File: src/rtl/fmeas_gate_ctrl_if.sv
// Host-side interface of the gated frequency measurement controller.
// The host (master) requests a measurement and reads back the result;
// the controller (slave) reports busy/done and the captured count.
// Optional macro FMEAS_CONTINUOUS_EN adds the continuous-run request line.

interface fmeas_gate_ctrl_if #(
    parameter int WINDOW_WIDTH = 16,
    parameter int COUNT_WIDTH  = 20
);
    logic                    start;
    logic [WINDOW_WIDTH-1:0] window_len;
    logic                    busy;
    logic                    done;
    logic [COUNT_WIDTH-1:0]  result;
    logic                    saturated;

`ifdef FMEAS_CONTINUOUS_EN
    logic                    continuous;

    modport master (
        output start, window_len, continuous,
        input  busy, done, result, saturated
    );

    modport slave (
        input  start, window_len, continuous,
        output busy, done, result, saturated
    );
`else
    modport master (
        output start, window_len,
        input  busy, done, result, saturated
    );

    modport slave (
        input  start, window_len,
        output busy, done, result, saturated
    );
`endif
endinterface

File: src/rtl/fmeas_gate_ctrl.sv
// Initiator side of the gated frequency counter, in the reference clk domain.
// One measurement per request: clear the counter, open the gate for exactly
// window_len clk cycles, let the counter's gate synchroniser drain, then
// capture the frozen count. Every output comes straight from a flop, so the
// controller decodes the *next* state and registers the result.
// Optional macro FMEAS_CONTINUOUS_EN: when defined, a continuous request held
// high makes the controller restart immediately after each capture.

module fmeas_gate_ctrl #(
    parameter int WINDOW_WIDTH  = 16,
    parameter int COUNT_WIDTH   = 20,
    parameter int CLEAR_CYCLES  = 2,
    parameter int SETTLE_CYCLES = 4
) (
    input  logic                   clk,
    input  logic                   rst_n,
    fmeas_gate_ctrl_if.slave       host,
    output logic                   gate,
    output logic                   cnt_clear,
    input  logic [COUNT_WIDTH-1:0] count_in
);

    typedef enum logic [2:0] {
        IDLE,
        CLEAR,
        GATE,
        SETTLE,
        CAPTURE
    } state_t;

    // One small down-counter serves both the clear and the settle phases
    localparam int PHASE_MAX   = (CLEAR_CYCLES > SETTLE_CYCLES) ? CLEAR_CYCLES : SETTLE_CYCLES;
    localparam int PHASE_WIDTH = $clog2(PHASE_MAX + 1);
    localparam logic [PHASE_WIDTH-1:0] CLEAR_LOAD  = PHASE_WIDTH'(CLEAR_CYCLES - 1);
    localparam logic [PHASE_WIDTH-1:0] SETTLE_LOAD = PHASE_WIDTH'(SETTLE_CYCLES - 1);

    state_t                  state;
    state_t                  state_next;
    logic [PHASE_WIDTH-1:0]  phase_cnt;
    logic [PHASE_WIDTH-1:0]  phase_next;
    logic [WINDOW_WIDTH-1:0] win_cnt;
    logic [WINDOW_WIDTH-1:0] win_next;
    logic [WINDOW_WIDTH-1:0] window_q;
    logic [WINDOW_WIDTH-1:0] window_next;

    logic                    cont_in;
    logic                    cont_q;

    logic                    gate_d;
    logic                    clear_d;
    logic                    busy_d;
    logic                    done_d;

    logic                    busy_q;
    logic                    done_q;
    logic [COUNT_WIDTH-1:0]  result_q;
    logic                    saturated_q;

`ifdef FMEAS_CONTINUOUS_EN
    assign cont_in = host.continuous;
`else
    assign cont_in = 1'b0;
`endif

    // State register together with the phase/window counters and latched window
    always_ff @(posedge clk or negedge rst_n) begin
        if (!rst_n) begin
            state     <= IDLE;
            phase_cnt <= '0;
            win_cnt   <= '0;
            window_q  <= '0;
        end else begin
            state     <= state_next;
            phase_cnt <= phase_next;
            win_cnt   <= win_next;
            window_q  <= window_next;
        end
    end

    // Next-state logic; the gate down-counter is loaded with the full window
    // and the last gate cycle is the one where it reads 1, so it never wraps
    always_comb begin
        state_next  = state;
        phase_next  = phase_cnt;
        win_next    = win_cnt;
        window_next = window_q;
        case (state)
            IDLE: begin
                if (host.start) begin
                    window_next = host.window_len;
                    phase_next  = CLEAR_LOAD;
                    state_next  = CLEAR;
                end
            end
            CLEAR: begin
                if (phase_cnt == '0) begin
                    if (window_q == '0) begin
                        phase_next = SETTLE_LOAD;
                        state_next = SETTLE;
                    end else begin
                        win_next   = window_q;
                        state_next = GATE;
                    end
                end else begin
                    phase_next = phase_cnt - 1'b1;
                end
            end
            GATE: begin
                if (win_cnt <= WINDOW_WIDTH'(1)) begin
                    phase_next = SETTLE_LOAD;
                    state_next = SETTLE;
                end else begin
                    win_next = win_cnt - 1'b1;
                end
            end
            SETTLE: begin
                if (phase_cnt == '0) begin
                    state_next = CAPTURE;
                end else begin
                    phase_next = phase_cnt - 1'b1;
                end
            end
            CAPTURE: begin
                if (cont_q) begin
                    window_next = host.window_len;
                    phase_next  = CLEAR_LOAD;
                    state_next  = CLEAR;
                end else begin
                    state_next = IDLE;
                end
            end
            default: begin
                state_next = IDLE;
            end
        endcase
    end

    // Output decode from the next state so each output flop is valid in-state
    always_comb begin
        gate_d  = (state_next == GATE);
        clear_d = (state_next == CLEAR);
        done_d  = (state_next == CAPTURE);
        busy_d  = (state_next == CLEAR) || (state_next == GATE) ||
                  (state_next == SETTLE) || (done_d && cont_in);
    end

    // Output registers; the count is captured as CAPTURE is entered so the
    // result is already valid during the done pulse
    always_ff @(posedge clk or negedge rst_n) begin
        if (!rst_n) begin
            gate        <= 1'b0;
            cnt_clear   <= 1'b0;
            busy_q      <= 1'b0;
            done_q      <= 1'b0;
            cont_q      <= 1'b0;
            result_q    <= '0;
            saturated_q <= 1'b0;
        end else begin
            gate      <= gate_d;
            cnt_clear <= clear_d;
            busy_q    <= busy_d;
            done_q    <= done_d;
            if (done_d) begin
                cont_q      <= cont_in;
                result_q    <= count_in;
                saturated_q <= &count_in;
            end
        end
    end

    assign host.busy      = busy_q;
    assign host.done      = done_q;
    assign host.result    = result_q;
    assign host.saturated = saturated_q;

endmodule
File: src/flat_wrapper.sv
// flat-port wrapper written by rule: the top's interface ports become plain ports
module fmeas_gate_ctrl_flat 
#(
    parameter int WINDOW_WIDTH  = 16,
    parameter int COUNT_WIDTH   = 20,
    parameter int CLEAR_CYCLES  = 2,
    parameter int SETTLE_CYCLES = 4
)
  (clk, rst_n, gate, cnt_clear, count_in, host_start, host_window_len, host_busy, host_done, host_result, host_saturated);
  fmeas_gate_ctrl_if #(.WINDOW_WIDTH(WINDOW_WIDTH), .COUNT_WIDTH(COUNT_WIDTH)) host_i ();
  input  logic clk;
  input  logic rst_n;
  output logic gate;
  output logic cnt_clear;
  input  logic [COUNT_WIDTH-1:0] count_in;
  input wire logic [$bits(host_i.start)-1:0] host_start;
  input wire logic [$bits(host_i.window_len)-1:0] host_window_len;
  output wire logic [$bits(host_i.busy)-1:0] host_busy;
  output wire logic [$bits(host_i.done)-1:0] host_done;
  output wire logic [$bits(host_i.result)-1:0] host_result;
  output wire logic [$bits(host_i.saturated)-1:0] host_saturated;
  assign host_i.start = host_start;
  assign host_i.window_len = host_window_len;
  assign host_busy = host_i.busy;
  assign host_done = host_i.done;
  assign host_result = host_i.result;
  assign host_saturated = host_i.saturated;
  fmeas_gate_ctrl #(.WINDOW_WIDTH(WINDOW_WIDTH), .COUNT_WIDTH(COUNT_WIDTH), .CLEAR_CYCLES(CLEAR_CYCLES), .SETTLE_CYCLES(SETTLE_CYCLES)) u_core (.clk(clk), .rst_n(rst_n), .host(host_i), .gate(gate), .cnt_clear(cnt_clear), .count_in(count_in));
endmodule
File: config.mk
export PLATFORM = sky130hd
export DESIGN_NAME = fmeas_gate_ctrl_flat
export DESIGN_NICKNAME = d
export VERILOG_FILES = /design/src/rtl/fmeas_gate_ctrl_if.sv /design/src/rtl/fmeas_gate_ctrl.sv /design/src/flat_wrapper.sv
export SDC_FILE = /design/constraint.sdc
export NUM_CORES = 1
export LEC_CHECK = 0
export CORE_MARGIN = 3
export CORE_UTILIZATION = 55
export DETAILED_ROUTE_END_ITERATION = 6
export PLACE_DENSITY = 0.85
export SYNTH_ARGS = -nofsm -noshare
export SYNTH_HDL_FRONTEND = slang
export SYNTH_SLANG_ARGS = --single-unit
File: constraint.sdc
create_clock -name clk -period 4.96 [get_ports clk]
set_clock_uncertainty 0.2 [all_clocks]
set_input_delay 0.992 -clock clk [delete_from_list [all_inputs] [get_ports clk]]
set_output_delay 0.992 -clock clk [all_outputs]
set_load 0.02 [all_outputs]
; ---- Yosys cells after proc, flatten, opt, wreduce, memory -nomap -nowiden
; Cells that the tools add are included.
; Widths: inputs -> output; s select.
[op_classes]
n_bitwise = 1
n_mux = 18
n_eq_ne = 15
n_reduce_logical = 12
n_lt_le_gt_ge = 1
add_sub_neg = 2
[ops]
columns = cell, count
row1 = $mux 16, 5
row2 = $pmux 16 s2, 1
row3 = $mux 3, 9
row4 = $pmux 3 s4, 2
row5 = $reduce_and 20->1, 1
row6 = $le 16x1->1 const B, 1
row7 = $logic_not 16->1, 1
row8 = $sub 16x1->16 const B, 1
row9 = $eq 3x2->1 const B, 4
row10 = $ne 2x2->1 const B, 4
row11 = $eq 3x1->1 const B, 2
row12 = $eq 3x3->1 const B, 2
row13 = $logic_not 3->1, 2
row14 = $reduce_and 6->1, 1
row15 = $reduce_bool 5->1, 1
row16 = $ne 2x1->1 const B, 2
row17 = $reduce_and 4->1, 1
row18 = $reduce_bool 2->1, 2
row19 = $ne 3x2->1 const B, 1
row20 = $reduce_and 3->1, 1
row21 = $sub 3x1->3 const B, 1
row22 = $logic_or 1x1->1, 2
row23 = $mux 1, 1
row24 = $not 1->1, 1
[word_totals]
elab_cells = 59
reg_bits = 63
output_inout_bits = 25

; ---- Longest topological paths before layout
; Gate-level depths: netlist of run 1.
[depth]
word_depth = 7
depth_mapped = 9
mapped_depth_nobuf = 9

; ---- Worst setup path after synthesis of run 1
; Ideal clock, no wire load.
[synth_timing]
path_type = input-to-reg
start = input host_start
end = register u_core.window_q[10]
setup_time_ps = 125
required_ps = 4635
cell_stages = 3
arrival_time_ps = 2547
path_slack_ps = 2088
path_buffers = 1
cell_sequence = nor4b_1 > clkbuf_1 > mux2_2
[synth_via]
elab_chain_len = 2
[synth_lines]
columns = item, line
row1 = from (decl), flat_wrapper.sv:16  ; input wire logic [$bits(host_i.start)-1:0] host_start;
row2 = $ne 2x2->1 (no source line), --
row3 = $reduce_and 3->1 (no source line), --
row4 = to (signal assigned), fmeas_gate_ctrl.sv:76  ; window_q <= window_next;
row5 = to (decl), fmeas_gate_ctrl.sv:43  ; logic [WINDOW_WIDTH-1:0] window_q;
; No other way between the ends.
; A chain may end at the register's enable or synchronous reset.

; ---- Final worst setup path of run 1
[layout_timing]
start = register u_core.win_cnt[10]
end = register u_core.phase_cnt[0]
[layout_via]
elab_chain_len = 3
[layout_lines]
columns = item, line
row1 = from (decl), fmeas_gate_ctrl.sv:41  ; logic [WINDOW_WIDTH-1:0] win_cnt;
row2 = from (signal assigned), fmeas_gate_ctrl.sv:75  ; win_cnt <= win_next;
row3 = $le 16x1->1, fmeas_gate_ctrl.sv:109  ; if (win_cnt <= WINDOW_WIDTH'(1)) begin
row4 = $ne 2x1->1 (no source line), --
row5 = $reduce_and 6->1 (no source line), --
row6 = to (signal assigned), fmeas_gate_ctrl.sv:74  ; phase_cnt <= phase_next;
row7 = to (decl), fmeas_gate_ctrl.sv:39  ; logic [PHASE_WIDTH-1:0] phase_cnt;
; No other way between the ends.

==> flow_summary.toml, run 1 <==
[outcome]
status = "finished clean"

[sta]
drv_slew = 0
relSlewSlack = 0.452
worstMarginPinSlew_ns = 0.822
layout_min_cycle_time_ns = 2.97
tns_ns = 0
post-route-period-util = 0.599
rsz0062_at_grt = "no"
finalHoldViolCount = 0
finalWorstSetupSlack_ns = 1.99
fmax_mhz = 337
setup_viol = 0

[setup_path]
required_ns = 4.98
slowest_delay_ns = 0.59
cp-end-kind = "flip-flop"
cp_top_family = "simple AND/OR/NAND/NOR gates"
crit_chain = "or4_4 -> or4_1 -> nor4_4 -> nor2_2 -> mux2_4"
cp_max_fo = 10
worst_path_max_delay_cell = "or4_1"
cp-start-kind = "flip-flop"
critical_path_class = "reg -> reg"
worstPathArrival_ns = 2.99
worst-path-buf-inv = 0

[clocking]
cts_buffer_depth = 2
htree_levels = 3
cts_buffers = 9
clk_pin_slew_ns = 0.08
cts_resized = 0
post-cts-setup-buffers = 0
clock_latency_ns = 0.34
clock_tree.root_cell = "clkbuf_8"
cts_sinks = 63
cts_hold_buffers = 0
cts_tree = "built"

[detailed_routing]
drt_pass1_iterations = 7
route.detailed.wl_per_inst_um = 17.0
wl_met3_um = 588
met1_length_um = 3240
drt-initial-drc-count = 282
drc = 0
num_vias = 2742
route.antenna.remaining_nets = 0
routed-wl-met2_um = 3750
avgViaCountPerCell = 6.04
highest_layer = "met4"
wirelength_um = 7720

[flow_run]
drv_cap = 0

[floorplan]
coreArea_sq_mm = 0.00527
die_x_um = 80.9
dieHeight_um = 80.9
die-area_sq_mm = 0.00655
num_io_pins = 64
rows = 26
initial_utilization = 0.586

[final_layout]
utilization = 0.766
antenna_cells = 0
layout_common_cells = "nand2_1 (68), dfrtp_1 (63), clkdlybuf4s50_1 (62)"
layout-area-overhead-vs-synth_pct = 30.7
drive_gt1_frac = 0.138
final_common_cell = "nand2_1"
fin_nets = 422

[pwr]
power_per_cell_area_mw_per_mm2 = 699
leakage_nw = 1.73
irDropWorstVdd_v = 0.000425

[synthesis]
ys_ff_latch = 63
yosysSeqAreaShare = 0.511
synth.area.top_cells = "dfrtp_1 (51%), nand2_1 (8.3%), mux2_2 (5.8%)"
ys_warn_count = 0
synth_area_sq_mm = 0.00309
ys_async_sr_fraction = 1.00
synthFlopType = "dfrtp_1"
synthCells = 314
synth_top_area_frac = 0.511
syn_nets = 357
synth_edf_count = 0
postSynthAreaPerCell_sq_um = 9.83
synth.distinct_cells = 55
yosysTopAreaCell = "dfrtp_1"

[global_route]
grt_overflow = 0
grt_max_degree = 34
antenna_found_initial = 0
grt_pass1_wl_um = 12800
track_usage = 0.257
first_global_vias = 2625

[place]
place_congestion = 0.960
place_ws_ns = 1.95
portBuffers = 63
dp_hpwl_um = 5290

[worst_hold_path]
min_path_type = "reg -> reg"
## registers in the layout, indices dropped and copies added (netlist names)
name	flops
u_core.host.result	20
u_core.host.busy	1
u_core.state	3
u_core.host.done	1
u_core.win_cnt	16
u_core.gate	1
u_core.window_q	16
u_core.cnt_clear	1
u_core.phase_cnt	3
u_core.host.saturated	1
## cell type report
class	instances	area, sq um
fillers	381	1230
inverters	13	53.8
clock buffers	9	124
multi-input cells	225	1420
flip-flops and latches	63	1580
clock inverters	7	120
repair buffers	67	656
well taps	70	87.6
## per-stage QoR
stage | std cells | power (mW) | hold slack (ns) | instance area (sq um)
finish | 454 | 2.82 | 0.280 | 4040
global route | 454 | 3.00 | 0.302 | 4040
CTS | 454 | 2.82 | 0.283 | 4040
detailed placement | 438 | 2.25 | 0.261 | 3790
global placement | 438 | 2.22 | 0.254 | 3790
floorplan | 314 | 1.80 | 0.266 | 3090
## kinds of logic after synthesis
group                    count (synthesis)  synth area share
adder cells (fa/ha/maj)                  4            0.0162
multiplexers                            19            0.0697
AND/OR/NAND/NOR                        143             0.233
XOR/XNOR                                 2           0.00568
flip-flops                              63             0.511
buffers and inverters                   26            0.0336
AO/OA/AOI/OAI                           57             0.131
## synth_stat cells, types with 2 or more instances
| library cell | n |
|---|---|
| a21o_2 | 3 |
| a21oi_1 | 8 |
| a2bb2oi_1 | 5 |
| a31oi_1 | 2 |
| a32oi_1 | 2 |
| clkbuf_1 | 11 |
| dfrtp_1 | 63 |
| ha_1 | 4 |
| inv_1 | 12 |
| mux2_2 | 16 |
| mux2i_1 | 2 |
| nand2_1 | 68 |
| nand2b_1 | 2 |
| nand3_1 | 12 |
| nand3b_1 | 2 |
| nand4_1 | 6 |
| nor2_1 | 13 |
| nor3_1 | 10 |
| nor3b_1 | 2 |
| nor4_1 | 7 |
| o211ai_1 | 4 |
| o21ai_0 | 11 |
| o22a_1 | 2 |
| o22ai_1 | 5 |
| o32ai_1 | 2 |
| o41ai_1 | 4 |
| or3_1 | 4 |
| or3_2 | 2 |
| or4_1 | 3 |
| or4_4 | 2 |
## tightest hold or removal path: cells and delay by family, from the launching register on
family / cells / cell delay, ns
DFF: 1 / 0.34
and+or+nand+nor: 2 / 0.11
## metal layers
| layer | up-vias | track usage |
|---|---|---|
| li1 | 1272 | - |
| met1 | 1336 | 0.344 |
| met2 | 118 | 0.407 |
| met3 | 16 | 0.0687 |
| met4 | 0 | 0.0828 |
| met5 | - | 0 |
## report_power, final
group          leakage (nW)  switching, mW  total (mW)  internal (mW)
combinational         0.854          0.676        1.27          0.593
clock                 0.120          0.214       0.549          0.336
sequential            0.752          0.232        1.00          0.773
## worst paths after layout
kind / from / end / slack, ns / cells after the start
worst max register to register: u_core.win_cnt[10] / u_core.phase_cnt[0] / 1.99 / 5
min in group asynchronous: rst_n / u_core.win_cnt[11] / 0.48 / 1
worst min-delay path: u_core.host.result[18] / u_core.host.result[18] / 0.28 / 2
worst max-delay path: u_core.win_cnt[10] / u_core.phase_cnt[0] / 1.99 / 5
max in group asynchronous: rst_n / u_core.win_cnt[8] / 3.18 / 2
worst min register to register: u_core.host.result[18] / u_core.host.result[18] / 0.28 / 2
Power figures use the tool's default switching activity.
==> run 2: changes to the inputs <==
CORE_UTILIZATION = 46   (was 55)
PLACE_DENSITY = 0.76   (was 0.85)
clock period = 2.7 ns   (was 4.96 ns; I/O delays follow)
==> flow_summary.toml, run 2 (synthesized netlist as in run 1, its figures left out) <==
[outcome]
status = "finished clean"

[final_layout]
fin_nets = 437
seqCellArea_sq_mm = 0.00158
layout-area-overhead-vs-synth_pct = 33.5
utilization = 0.642
largest_reg_flops = 20
fin_area_sq_mm = 0.00412
drive_gt1_frac = 0.168
multi_input_area_sq_mm = 0.00144
layout_common_cells = "nand2_1 (68), dfrtp_1 (63), clkdlybuf4s50_1 (62)"
final_common_cell = "nand2_1"
antenna_cells = 0
fillers = 529

[detailed_routing]
met1_length_um = 3650
avgViaCountPerCell = 5.83
wl_met3_um = 601
wirelength_um = 8170
drt-initial-drc-count = 287
num_vias = 2768
route.antenna.remaining_nets = 0
route.detailed.wl_per_inst_um = 17.2
drt_pass1_iterations = 5
drc = 0
highest_layer = "met4"
routed-wl-met2_um = 3800

[global_route]
grt_max_degree = 30
grt_overflow = 0
track_usage = 0.221
grt_pass1_wl_um = 13100
antenna_found_initial = 0
first_global_vias = 2661

[setup_path]
cp-end-kind = "flip-flop"
r2r_setup_slack_ns = 0.07
worstPathArrival_ns = 2.66
worst_path_max_delay_cell = "or4_4"
r2r_end = "u_core.win_cnt[6]"
path_common_cell = "buf_4"
cp-start-kind = "flip-flop"
crit_chain = "or4_4 -> or4_1 -> buf_4 -> nor4_4 -> buf_4 -> o41ai_1 -> a21boi_1"
slowest_delay_ns = 0.53
required_ns = 2.72
cp_max_fo = 9
rr_startpoint = "u_core.win_cnt[11]"
critical_path_class = "reg -> reg"
rr_worst_depth = 7

[sta]
setup_viol = 0
fmax_mhz = 380
drv_slew = 0
relSlewSlack = 0.583
worstMarginPinSlew_ns = 0.625
layout_min_cycle_time_ns = 2.63
hold_ws_ns = 0.0129
post-route-period-util = 0.976
finalWorstSetupSlack_ns = 0.0660
finalHoldViolCount = 0

[place]
place_ws_ns = 0.0933
portBuffers = 63
dpl_cell_area_sq_mm = 0.00389
place_congestion = 0.926
dp_hpwl_um = 5750

[floorplan]
dieHeight_um = 87.9
coreArea_sq_mm = 0.00642
die-area_sq_mm = 0.00773
num_io_pins = 64
rows = 29
initial_utilization = 0.481
die_x_um = 87.9

[flow_run]
drv_cap = 0

[worst_hold_path]
min_path_type = "in -> async"

[pwr]
power_per_cell_area_mw_per_mm2 = 1270
irDropWorstVdd_v = 0.000767
leakage_nw = 1.78
finalPower_mw = 5.23

[clocking]
cts_buffer_depth = 2
clock_latency_ns = 0.34
clock_tree.root_cell = "clkbuf_8"
cts_buffers = 9
cts_hold_buffers = 0
clk_pin_slew_ns = 0.07
htree_levels = 3
cts_sinks = 63
cts_tree = "built"
-- run 2: changes by cell type in the layout (fill, tap and decap cells not counted) --
cell       change
buf_4         +14
bufinv_16      -2
clkbuf_1       +1
clkbuf_8       +2
clkinv_4       -1
inv_6          -1
nand3_2        +1
xnor2_1        -1
xnor2_2        +1
-- run 2: timing repair --
item,4_1_cts,5_1_grt
gates resized for setup,0,1
buffers inserted,0,2
setup endpoints to repair,0,1
-- run 2: worst max-delay path, delay by kind of cell, from the launching register on --
kind / cells / cell delay [ns]
simple gates: 3 / 1.24
buf+inv: 2 / 0.43
flops: 1 / 0.41
compound gates: 2 / 0.23
-- run 2: layout make-up --
cell class	count	area share
Clock inverter	3	0.0103
Timing Repair Buffer	81	0.185
Multi-Input combinational cell	226	0.348
Inverter	13	0.0131
Tap cell	77	0.0234
Sequential cell	63	0.383
Clock buffer	12	0.0377
-- run 2: where the power goes --
group,switching [mW],internal [mW]
Sequential,0.423,1.42
Combinational,1.34,1.21
Clock,0.366,0.471
-- run 2: how the worst max path moves through the flow --
stage                             from                   to  slack [ns]  depth (start not counted)
floorplan           u_core.win_cnt[10]  u_core.phase_cnt[0]        0.05                          6
global placement    u_core.win_cnt[11]    u_core.win_cnt[1]        0.14                          6
detailed placement  u_core.win_cnt[11]    u_core.win_cnt[1]        0.09                          6
CTS                 u_core.win_cnt[11]    u_core.win_cnt[1]        0.07                          6
global route        u_core.win_cnt[11]    u_core.win_cnt[6]       -0.01                          7
finish              u_core.win_cnt[11]    u_core.win_cnt[6]        0.07                          7
-- run 2: metal layers --
layer  track usage  vias to the layer above
li1              -                     1297
met1         0.320                     1357
met2         0.320                      103
met3        0.0461                       11
met4        0.0990                        0
met5             0                        -
-- run 2: through the flow --
stage / setup TNS, ns / instances
global placement: 0 / 457
finish: 0 / 475
floorplan: 0 / 314
CTS: 0 / 472
global route: -0.0318 / 475
detailed placement: 0 / 457
==> patch 1: new RTL, flow settings as in run 2 <==
Remove the register `gate`: a continuous assignment takes its place, so the output `gate` follows one clock earlier. Comments in the files are not updated.
--- a/src/rtl/fmeas_gate_ctrl.sv
+++ b/src/rtl/fmeas_gate_ctrl.sv
@@ -148,7 +148,6 @@
     // result is already valid during the done pulse
     always_ff @(posedge clk or negedge rst_n) begin
         if (!rst_n) begin
-            gate        <= 1'b0;
             cnt_clear   <= 1'b0;
             busy_q      <= 1'b0;
             done_q      <= 1'b0;
@@ -156,7 +155,6 @@
             result_q    <= '0;
             saturated_q <= 1'b0;
         end else begin
-            gate      <= gate_d;
             cnt_clear <= clear_d;
             busy_q    <= busy_d;
             done_q    <= done_d;
@@ -168,6 +166,8 @@
         end
     end
 
+    assign gate = gate_d;
+
     assign host.busy      = busy_q;
     assign host.done      = done_q;
     assign host.result    = result_q;
Behaviour: not the same (Yosys sat finds a counterexample within 4 cycles, from zero or initial values and one cycle with rst_n low).
==> patch 1 against run 2 <==
  * The run now ends with setup timing left
  * Sequential cell count decreased by 1
  * Global-route usage decreased by 0.40 points
  * Clock power increased by 2%
  * Power increased by 0.31%
  * Area after synthesis decreased by 0.73%
  * Wire length decreased by 6.2%
  * Fmax decreased by 4.6%
  * Worst setup slack got worse by 130 ps
  * Cell area increased by 1.3%
  * Largest power group unchanged
==> patch 1: results (changes against run 2) <==
Run status
  • Status: finished with violations
  • Violated checks: setup timing

STA
  • Final setup viols: 1 (+1)
  • Slew @ Worst Pin: 672.2 ps (+47.24 ps)
  • Final worst setup slack: -61.59 ps (-127.5 ps)

Pwr
  • Total internal power: 3.094 mW (-0.34%)
  • Peak supply drop: 0.9187 mV (+20%)
  • P_seq: 1.78 mW (-3%)
  • P_leak: 1.784 nW (+0.14%)
  • Comb power frac: 49.9% (+1.2 points)

Synth
  • Synth unique cells: 49 (-11%)
  • Post-synthesis sequential area ratio: 50.63% (-0.44 points)
  • Top cells by area, synth: dfrtp_1 (51%), nand2_1 (9.9%), mux2_2 (6.2%)
  • Syn avg cell area: 9.853 um2 (+0.23%)
  • Post-Syn Nets: 354 (-0.84%)
  • Most instantiated cells after synthesis: nand2_1 (81), dfrtp_1 (62), mux2_2 (17)
  • Synthesis-stage register bit count: 62 (-1.6%)

Route
  • Total wire length: 7658 um (-6.2%)
  • Avg Vias per Cell: 5.595 (-4.0%)
  • Initial drt markers: 199 (-31%)

Final layout
  • Clk tree area frac: 4.918% (+0.12 points)
  • Multi-input combinational cell area: 0.001394 mm2 (-2.9%)
  • Fraction of area in multi-input gates: 33.40% (-1.4 points)
  • Multi-Input Combinational: 223 (-1.3%)
  • Layout cells sized above 1: 21.62% (+4.8 points)
  • Final nets: 445 (+1.8%)
  • Number of fillers in the final layout: 506 (-4.3%)
  • Clkbuf count: 10 (-2)
  • Signal buffers: 95 (+17%)
  • Inverters: 11 (-2)
  • Data buffer area share: 21.14% (+2.7 points)
  • Non-Filler Instances: 484 (+1.9%)

Global route
  • Largest net degree at the start of global routing: 63 (+110%)
  • Number of global-route vias before repair: 2610 (-1.9%)
  • Global-route wire length before repair: 12830 um (-1.9%)
  • Total GRT Usage: 21.72% (-0.40 points)

Placed design
  • Gpl congestion: 0.8874 (-4.1%)
  • Final HPWL DP: 5428 um (-5.5%)
  • Inst Count DP: 465 (+1.8%)
  • Placed Area: 0.003929 mm2 (+1.0%)
  • Port buffer count: 63 (unchanged)
  • Place WS: -255.6 ps (-348.9 ps)

Setup path
  • Worst EP arrival: 2020 ps (-640 ps)
  • Slowest-stage cell, CP: dfrtp_1
  • Delay-heaviest family, CP: simple AND/OR/NAND/NOR gates
  • Crit path max fanout: 2 (-7)
  • Slowest Stage Delay on Critical Path: 390 ps (-140 ps)

Hold path
  • Min-Delay Path Class: reg -> reg
## patch 1: changes by cell type after synthesis, moves of 6 or more
cell / delta
nor3_1: -9
clkbuf_1: -8
a31oi_1: +10
nor2_1: -8
nand2_1: +13
buf_2: +6
a21oi_2: +7
## patch 1: through the flow
stage                     TNS, ps  power [mW]
after floorplan                 0       3.341
after global routing       -143.1       5.625
final                      -61.59       5.245
after CTS                  -73.75       5.267
after detailed placement   -255.6       4.357
after global placement     -246.8       4.257
## patch 1: path summary, 6_finish.rpt
check | start | to | slack [ps] | cells after the start
min reg2reg | u_core.host.result[13] | u_core.host.result[13] | 280 | 2
max | u_core.phase_cnt[1] | gate | -60 | 8
max in group asynchronous | rst_n | u_core.win_cnt[7] | 1490 | 3
max reg2reg | u_core.win_cnt[0] | u_core.win_cnt[13] | 250 | 6
min in group asynchronous | rst_n | u_core.host.result[1] | 500 | 3
min | u_core.host.result[13] | u_core.host.result[13] | 280 | 2
## patch 1: cells by family (layout without fill, tap and decap cells)
kind of cell	Yosys count	in the layout	share of synthesized area, %
compound gates	60	60	13.56
flops	62	62	50.63
fa+ha+maj	4	4	1.633
buf+inv	26	122	4.288
mux	19	19	7.064
simple gates	140	140	22.83
## patch 1: worst register-to-register path, cell delays in order, from the launching register on
cell and delay, ps:
dfrtp_1 400, buf_4 160, nor4_1 610, nand2_1 220, or4_1 540, o21ai_0 120
a21oi_2 80
## patch 1: routing by layer
layer / vias up / wire length [um] / global-route usage, %
met5: - / 0 / 0
met4: 0 / 191 / 9.344
met3: 15 / 352 / 6.585
met2: 66 / 3769 / 32.53
met1: 1333 / 3344 / 29.32
li1: 1294 / - / -
## patch 1: timing repair
action	in CTS	in global routing
gates resized for setup	10	0
setup endpoints to repair	1	1
buffers inserted	2	0
hold endpoints to repair	53	0
pin swaps	2	0
hold buffers	1	0
==> patch 2: new RTL, settings of run 2 <==
Without the edit above. `COUNT_WIDTH` is set to 20 in 3 places; all go to 22.
--- a/src/rtl/fmeas_gate_ctrl_if.sv
+++ b/src/rtl/fmeas_gate_ctrl_if.sv
@@ -5,7 +5,7 @@
 
 interface fmeas_gate_ctrl_if #(
     parameter int WINDOW_WIDTH = 16,
-    parameter int COUNT_WIDTH  = 20
+    parameter int COUNT_WIDTH  = 22
 );
     logic                    start;
     logic [WINDOW_WIDTH-1:0] window_len;
--- a/src/rtl/fmeas_gate_ctrl.sv
+++ b/src/rtl/fmeas_gate_ctrl.sv
@@ -8,7 +8,7 @@
 
 module fmeas_gate_ctrl #(
     parameter int WINDOW_WIDTH  = 16,
-    parameter int COUNT_WIDTH   = 20,
+    parameter int COUNT_WIDTH   = 22,
     parameter int CLEAR_CYCLES  = 2,
     parameter int SETTLE_CYCLES = 4
 ) (
--- a/src/flat_wrapper.sv
+++ b/src/flat_wrapper.sv
@@ -2,7 +2,7 @@
 module fmeas_gate_ctrl_flat 
 #(
     parameter int WINDOW_WIDTH  = 16,
-    parameter int COUNT_WIDTH   = 20,
+    parameter int COUNT_WIDTH   = 22,
     parameter int CLEAR_CYCLES  = 2,
     parameter int SETTLE_CYCLES = 4
 )
Interface: changed (resized count_in and host_result); port bits go from 64 to 68. The function was not compared with the original's and may differ.
==> patch 2 against run 2 <==
  * The run now ends with hold timing left
  * Cell count down 14%
  * Power down 10%
  * Worst hold slack worse by 17 ps
  * Die area down 0.52%
  * Sequential share of layout area up 2.4 points
  * Via count down 14%
  * Area after synthesis down 0.57%
  * First-iteration DRC count down 15%
  * Worst setup slack better by 170 ps
  * Clock power down 14%
  * Sequential cell count up 2
  * Cell area down 3.0%
  * Wire length down 14%
  * Synthesized cell count down 19%
  * Critical endpoint is now u_core.win_cnt[15]
==> patch 2: results (changes against run 2) <==
Route
  • TritonRoute pass-1 iters: 6 (+1)
  • Routed length on met2: 3233 um (-15%)
  • Met3 Wirelength: 599 um (-0.33%)
  • Avg Vias per Cell: 5.817 (-0.18%)
  • Initial drt markers: 243 (-15%)
  • Average wire per standard cell: 17.21 um (about the same)
  • Metal-1 WL: 3063 um (-16%)

Final layout
  • Layout cells sized above 1: 21.69% (+4.9 points)
  • Final nets: 372 (-15%)
  • Largest register FFs: 22 (+10%)
  • Number of fillers in the final layout: 524 (-0.95%)
  • Non-Filler Instances: 409 (-14%)

Placed design
  • Port buffer count: 67 (+6.3%)
  • Inst Count DP: 393 (-14%)
  • Gpl congestion: 0.9544 (+3.1%)
  • Place WS: 297.5 ps (+204.2 ps)
  • Final HPWL DP: 5201 um (-9.5%)

Synth
  • Most instantiated cells after synthesis: dfrtp_1 (65), mux2_2 (41), nand2_1 (13), nor2_1 (13), o21ai_0 (13)
  • Post-synthesis sequential area ratio: 53.00% (+1.9 points)
  • Synth unique cells: 49 (-11%)
  • Top cells by area, synth: dfrtp_1 (53%), mux2_2 (15%), o21ai_0 (2.1%)
  • Post-Syn Nets: 299 (-16%)
  • Post-Synthesis Cells: 254 (-19%)

Setup path
  • Worst EP arrival: 2480 ps (-180 ps)
  • Slowest Stage Delay on Critical Path: 580 ps (+50 ps)
  • Slowest-stage cell, CP: or3b_1
  • Delay-heaviest family, CP: simple AND/OR/NAND/NOR gates
  • Crit path max fanout: 10 (+1)

Global route
  • Global-route wire length before repair: 11690 um (-11%)
  • M2 GR Usage: 30.62% (-1.4 points)
  • Total GRT Usage: 19.64% (-2.5 points)
  • Met1 Resource Use GR: 24.46% (-7.5 points)
  • Grt met3 use: 7.620% (+3.0 points)
  • Largest net degree at the start of global routing: 42 (+40%)

STA
  • Hold_ws: -4.152 ps (-17.06 ps)
  • Final Hold Violating Endpoints: 4 (+4)

Run status
  • Violated checks: hold timing
  • Status: finished with violations

Pwr
  • Peak supply drop: 0.6778 mV (-12%)
  • P_leak: 1.649 nW (-7.4%)
patch 2: cell count changes after synthesis, moves of 4 or more:
cell and delta:
nand2_1 -55, mux2_2 +25, nor3_1 -8, clkbuf_1 -7
nand3_1 -7, a2bb2oi_1 -5, o22ai_1 -4, o41ai_1 -4
patch 2: metrics by stage:
step / hold WS [ps] / cell area [um2]
after floorplan: 44.41 / 3069
after global placement: 262.7 / 3824
after detailed placement: 270.1 / 3824
after CTS: 0.4994 / 3996
after global routing: 9.906 / 3996
final: -4.152 / 3996
patch 2: area by class of cell:
type                            instances  area share [%]
Tap cell                               77           2.411
Multi-Input combinational cell        168           33.53
Timing Repair Buffer                   73           18.10
Clock buffer                           11           3.538
Inverter                               10          0.9393
Clock inverter                          5          0.7827
Sequential cell                        65           40.70
patch 2: path summary, 6_finish.rpt:
path | from | end | slack, ps | depth (start not counted)
min | rst_n | u_core.host.result[9] | -4 | 1
min reg2reg | u_core.host.saturated | u_core.host.saturated | 280 | 2
max in group asynchronous | rst_n | u_core.win_cnt[4] | 1690 | 2
max reg2reg | u_core.state[1] | u_core.win_cnt[15] | 240 | 5
max | u_core.state[1] | u_core.win_cnt[15] | 240 | 5
min in group clk | u_core.host.saturated | u_core.host.saturated | 280 | 2
patch 2: cell families (layout without fill, tap and decap cells):
logic type	after synthesis	count (layout)	share of synthesized area, %
muxes	41	41	15.04
and+or+nand+nor	77	77	16.31
DFF	65	65	53.00
buffers and inverters	21	99	3.343
AOI/OAI and AO/OA	46	46	10.68
adders and majority gates	4	4	1.631
patch 2: power by group:
part	switching [mW]	total, mW	internal (mW)
Clock	0.365	0.719	0.355
Combinational	1.01	2.08	1.07
Sequential	0.436	1.89	1.46
